<file path="config.mk">
export PLATFORM = sky130hd
export DESIGN_NAME = frame_read_arbiter
export DESIGN_NICKNAME = d
export VERILOG_FILES = /design/src/rtl/frame_read_arbiter.sv
export SDC_FILE = /design/constraint.sdc
export NUM_CORES = 1
export LEC_CHECK = 0
export BUFFER_PORTS_ARGS = -buffer_cell sky130_fd_sc_hd__buf_2
export CAP_MARGIN = 15
export CORE_MARGIN = 2
export CORE_UTILIZATION = 42
export DETAILED_ROUTE_END_ITERATION = 10
export PLACE_DENSITY_LB_ADDON = 0.2
export SYNTH_ARGS = -nofsm -noshare
export SYNTH_HDL_FRONTEND = slang
export SYNTH_SLANG_ARGS = --single-unit
export TNS_END_PERCENT = 1
</file>
<file path="constraint.sdc">
create_clock -name clk_i -period 1.8 [get_ports clk_i]
set_input_delay 0 -clock clk_i [delete_from_list [all_inputs] [get_ports clk_i]]
set_output_delay 0 -clock clk_i [all_outputs]
set_load 0.01 [all_outputs]
</file>
<file path="src/rtl/frame_read_arbiter.sv">
// frame_read_arbiter: hands whole frames from the read bank to one of two consumers round-robin, drops unclaimed frames
module frame_read_arbiter #(
    parameter int WIDTH = 32,
    parameter int DEPTH = 16,
    parameter int CNT_W = 16
) (
    input  logic             clk_i,
    input  logic             rst_ni,
    input  logic [WIDTH-1:0] buf_data_i,
    input  logic             buf_valid_i,
    output logic             buf_ready_o,
    input  logic             buf_frame_ready_i,
    input  logic             buf_overflow_i,
    input  logic             c0_req_i,
    output logic [WIDTH-1:0] c0_data_o,
    output logic             c0_valid_o,
    input  logic             c0_ready_i,
    output logic             c0_last_o,
    input  logic             c1_req_i,
    output logic [WIDTH-1:0] c1_data_o,
    output logic             c1_valid_o,
    input  logic             c1_ready_i,
    output logic             c1_last_o,
    output logic             abort_o,
    output logic             busy_o,
    output logic [1:0]       grant_o,
    output logic [CNT_W-1:0] frame_count_o,
    output logic [CNT_W-1:0] drop_count_o,
    output logic [CNT_W-1:0] overflow_count_o
);
    localparam int CW = $clog2(DEPTH) + 1;
    typedef enum logic [1:0] {IDLE, ARB, XFER, DROP} state_t;
    state_t state, state_n;
    logic [1:0] gsel;
    logic last_grant, xfer, active, acc, at_last, done, abort, sel0, sel1;
    logic [CW-1:0] word_cnt;
    function automatic logic [CNT_W-1:0] sat_inc(input logic [CNT_W-1:0] v);
        return &v ? v : v + CNT_W'(1);
    endfunction
    always_comb begin
        gsel = (c0_req_i && c1_req_i) ? (last_grant ? 2'b01 : 2'b10) : {c1_req_i, c0_req_i};
        xfer = state == XFER;
        active = xfer || state == DROP;
        sel0 = xfer && grant_o[0];
        sel1 = xfer && grant_o[1];
        buf_ready_o = (state == DROP) || (sel0 && c0_ready_i) || (sel1 && c1_ready_i);
        acc = buf_valid_i && buf_ready_o;
        at_last = word_cnt == CW'(DEPTH - 1);
        done = active && acc && at_last;
        abort = active && buf_frame_ready_i && !done;
        state_n = state;
        case (state)
            IDLE:    state_n = buf_frame_ready_i ? ARB : IDLE;
            ARB:     state_n = |gsel ? XFER : DROP;
            default: state_n = buf_frame_ready_i ? ARB : done ? IDLE : state;
        endcase
        c0_valid_o = sel0 && buf_valid_i;
        c1_valid_o = sel1 && buf_valid_i;
        c0_data_o = sel0 ? buf_data_i : '0;
        c1_data_o = sel1 ? buf_data_i : '0;
        // an aborting cycle never flags last, even if the counter sits at DEPTH-1
        c0_last_o = sel0 && buf_valid_i && at_last && !abort;
        c1_last_o = sel1 && buf_valid_i && at_last && !abort;
    end
    always_ff @(posedge clk_i or negedge rst_ni) begin
        if (!rst_ni) begin
            state <= IDLE;
            grant_o <= '0;
            busy_o <= 1'b0;
            abort_o <= 1'b0;
            word_cnt <= '0;
            last_grant <= 1'b1;
            frame_count_o <= '0;
            drop_count_o <= '0;
            overflow_count_o <= '0;
        end else begin
            state <= state_n;
            grant_o <= (state == ARB) ? gsel : (state_n == XFER ? grant_o : 2'b00);
            busy_o <= state_n != IDLE;
            abort_o <= abort;
            word_cnt <= (active && !done && !buf_frame_ready_i) ? word_cnt + CW'(acc) : '0;
            if (xfer && done) begin
                last_grant <= grant_o[1];
                frame_count_o <= sat_inc(frame_count_o);
            end
            if ((state == DROP && done) || abort) drop_count_o <= sat_inc(drop_count_o);
            if (buf_overflow_i) overflow_count_o <= sat_inc(overflow_count_o);
        end
    end
endmodule

</file>
==> metrics.log <==
[metrics] required arrival time at the worst endpoint: 2.04 ns
[metrics] maximum operating frequency: 547 MHz
[metrics] filler cell count in the final layout: 707
[metrics] count of flip-flops with a built-in enable after synthesis: 0
[metrics] fin worst setup slack: -0.0294 ns
[metrics] area fraction in and, or, nand and nor cells after synthesis: 30.5%
[metrics] total die area: 8830 um^2
[metrics] vias per cell: 5.08
[metrics] total half-perimeter wirelength after legalization and detailed placement: 7080 um
[metrics] CTS Root Cell: sky130_fd_sc_hd__clkbuf_8
[metrics] Area Overhead vs Synth: 44.6%
[metrics] cell with the largest stage delay on the worst path: sky130_fd_sc_hd__or3_4
[metrics] internal power: 2.96 mW
[metrics] most common flop cell mapped by yosys: sky130_fd_sc_hd__dfrtp_1
[metrics] Slowest Stage Delay on Critical Path: 0.41 ns
[metrics] worst hold path type: primary input to asynchronous set/reset pin
[metrics] # diodes: 0
[metrics] post-synthesis cell type count: 44
[metrics] fraction of power consumed by the clock network: 25.5%
[metrics] max-slew violation total from the final report: 0
[metrics] vias in the first global route: 3245
[metrics] final antenna-violating net count: 0
[metrics] most frequent cell after synthesis: sky130_fd_sc_hd__and3_1
[metrics] Synth Area in Adders: 1.84%
[metrics] violations in the final reports: negative setup slack
[metrics] Max FO, Critical Path: 3
[metrics] count of maximum capacitance violations: 0
[metrics] largest net degree at the start of global routing: 45
[metrics] final critical path time including I/O delays and setup: 1.83 ns
[metrics] layout cells sized above 1: 43.8%
[metrics] setup repair after global routing missed its margin: true
[metrics] total placed cells including tap cells: 633
[metrics] deepest level of the CTS H-tree: 3
[metrics] routability cong.: 0.826
[metrics] result of the run: finished with violations
[metrics] filler-free cell count of the finished design: 655
[metrics] relative contribution of combinational cells to total power: 35.6%
[metrics] fraction of power spent switching nets: 35.8%
[metrics] DRC viols: 0
[metrics] global-route congestion overflow total: 0
[metrics] share of total power in sequential cells: 38.9%
[metrics] x dimension of the die: 94.0 um
[metrics] global-route wire length before repair: 14800 um
[metrics] Avg WL per Cell: 14.4 um
[metrics] count of state elements after synthesis: 60
[metrics] share of the synthesized area in the top cell type: 43.4%
[metrics] utilization after layout: 63.3%
[metrics] starting DRC count in detailed routing: 128
[metrics] post-synthesis sequential area ratio: 44.2%
[metrics] share of the synthesized netlist area taken by xor and xnor gates: 10.8%
[metrics] Clock Pin Slew Worst Setup and Hold Paths: 0.07 ns
[metrics] net switching power of the design: 1.65 mW
[metrics] share of flip-flops with an asynchronous set or reset after synthesis: 100%
[metrics] Detailed Routing Iterations Pass 1: 4
[metrics] type of element capturing the critical path: flop
[metrics] crit-path leading delay family: simple AND/OR/NAND/NOR gates
[metrics] Tot GR Track Use: 20.9%
[metrics] overall via count from detail_route: 3330
[metrics] power density cells: 938 nW/um^2
[metrics] leading cell types by count after synthesis: sky130_fd_sc_hd__and3_1, sky130_fd_sc_hd__dfrtp_1, sky130_fd_sc_hd__nand2_1
[metrics] worst-case vdd ir drop: 0.643 mV
[metrics] data arrival time of the critical path: 2.07 ns
[metrics] Bufs on Longest Clock Path: 2
[metrics] cells along the critical path: nand4b_1, or3_4, a2111oi_4, buf_4, xor2_1
[metrics] top post-synthesis cells by area: sky130_fd_sc_hd__dfrtp_1, sky130_fd_sc_hd__and3_1, sky130_fd_sc_hd__xnor2_1, sky130_fd_sc_hd__xor2_1, sky130_fd_sc_hd__nand2_1
[metrics] mux cell area share after synthesis: 1.95%
[metrics] total standard cell area after synthesis: 3400 um^2
[metrics] share of the cycle needed by the critical path after routing: 102%
[metrics] dominant cell type by area after synthesis: sky130_fd_sc_hd__dfrtp_1
[metrics] total wirelength of the detailed-routed design: 9440 um
[metrics] Port Buf Inserts: 161
[metrics] number of I/O pins: 162
[metrics] combinational family with the most area after synthesis: simple AND/OR/NAND/NOR gates
[metrics] CTS tree: done
[metrics] Final Net Count: 594
[metrics] Post-Synthesis Net Count: 397
[metrics] Yosys warning count: 0
[metrics] syn_area_per_cell: 9.69 um^2
[metrics] die height: 94.0 um
[metrics] placed cell areas: 4590 um^2
[metrics] leakage power summed over all cells: 2.84 nW
[metrics] clk_lat worst skew: 0.32 ns
[metrics] Crit Path Class: flop to flop
[metrics] number of buffers inserted during clock tree synthesis: 9
[metrics] worst path bufs/invs: 1
[metrics] nature of the critical path startpoint: flop
[metrics] Placement Rows: 32
[metrics] antenna violations before repair: 0
[metrics] cell count after synthesis: 351
[metrics] Sinks on Clock Net: 60
[metrics] starting utilization of the core area: 43.8%
[metrics] worst clock skew: 0.00835 ns
[metrics] worst slew slack as a fraction of its limit: 65.1%
[metrics] R2R Setup Slk: -0.03 ns
[metrics] post-synthesis compound-gate area fraction: 8.06%
[metrics] final-layout setup total negative slack: -0.0746 ns
[metrics] final std cell area, no fill: 4920 um^2
[metrics] core region area: 7770 um^2
[metrics] endpoints failing hold: 0
[metrics] slew of the pin with the lowest slew margin: 0.524 ns
[metrics] Final setup viols: 4
==> cells by family after synthesis <==
group	count (synthesis)
muxes	6
adders and majority gates	5
xor gates and xnor gates	42
and+or+nand+nor	188
DFF	60
buffers and inverters	23
AOI/OAI and AO/OA	27
==> layout by cell type, fill, tap and decap left out, drive strengths merged, types with 2 or more instances in the layout <==
cell type | netlist | routed
buf | 1 | 199
and3 | 75 | 75
dfrtp | 59 | 59
nand2 | 29 | 29
xnor2 | 25 | 25
nor2 | 25 | 25
nand3 | 20 | 20
xor2 | 17 | 17
nand4 | 14 | 14
clkbuf | 17 | 12
nor3 | 9 | 9
a21oi | 7 | 7
inv | 5 | 5
dlygate4sd3 | 0 | 5
mux2 | 5 | 5
ha | 5 | 5
and4 | 4 | 4
and2 | 4 | 4
o21ai | 4 | 4
o2111ai | 3 | 3
clkinv | 0 | 3
or3 | 2 | 2
or2 | 2 | 2
o311a | 2 | 2
==> worst paths after layout <==
path / start / end / depth (start not counted)
max: word_cnt[4]$_DFF_PN0_ / drop_count_o[11]$_DFFE_PN0P_ / 5
min: rst_ni / drop_count_o[9]$_DFFE_PN0P_ / 2
max reg2reg: word_cnt[4]$_DFF_PN0_ / drop_count_o[11]$_DFFE_PN0P_ / 5
min reg2reg: frame_count_o[9]$_DFFE_PN0P_ / frame_count_o[9]$_DFFE_PN0P_ / 1
max in group asynchronous: rst_ni / last_grant$_DFFE_PN1P_ / 3
min in group clk_i: buf_valid_i / word_cnt[0]$_DFF_PN0_ / 5
==> metal layers <==
layer	routed length, um	vias to the layer above	share of wire (%)	global-route usage [%]
li1	-	1649	-	-
met1	4120	1592	44	27.1
met2	4840	86	51	34.4
met3	475	3	5.0	5.54
met4	12	0	0.13	6.04
met5	0	-	0	0
==> stage by stage <==
stage | hold WS, ns | setup slack [ns] | power [mW]
CTS | 0.191 | -0.0345 | 4.62
floorplan | -0.296 | -0.138 | 2.69
global route | 0.213 | -0.111 | 4.95
finish | 0.182 | -0.0294 | 4.61
detailed placement | 0.00877 | -0.0229 | 3.39
global placement | 0.000860 | 0.0491 | 3.33
==> repair_timing <==
action	CTS	global route
setup buffers	1	0
hold buffers	5	0
gates cloned	0	0
gates resized for setup	1	16
pin swaps	2	3
hold endpoints to repair	27	0
setup endpoints to repair	14	75
==> final cells by class <==
type                    count  area, um^2  area share [%]
clock buffers              12         145            2.95
clock inverters             4        48.8           0.993
inverters                   5        18.8           0.382
multi-input cells         268        1890            38.5
flip-flops and latches     60        1500            30.6
well taps                 102         128            2.60
repair buffers            204        1180            24.0
==> power by group through the flow <==
stage / combinational, mW / sequential, mW / clock (mW)
after floorplan: 0.822 / 1.86 / 0
after global placement: 1.53 / 1.80 / 0
after detailed placement: 1.57 / 1.82 / 0
after CTS: 1.62 / 1.79 / 1.21
after global routing: 1.83 / 1.84 / 1.28
final: 1.64 / 1.79 / 1.17
==> state kept, by name (all words and copies together), names as in the netlist <==
signal,cells
abort_o,1
busy_o,1
drop_count_o,16
frame_count_o,16
grant_o,2
last_grant,1
overflow_count_o,16
state,2
word_cnt,5
==> worst register-to-register path: cells and delay by family (launching register included) <==
kind	cells	cell delay [ns]
AND/OR/NAND/NOR	2	0.66
AO/OA/AOI/OAI	1	0.38
XOR/XNOR	1	0.15
flip-flops	1	0.39
buffers and inverters	1	0.18
Note: power is estimated with default switching activity, not from simulation.
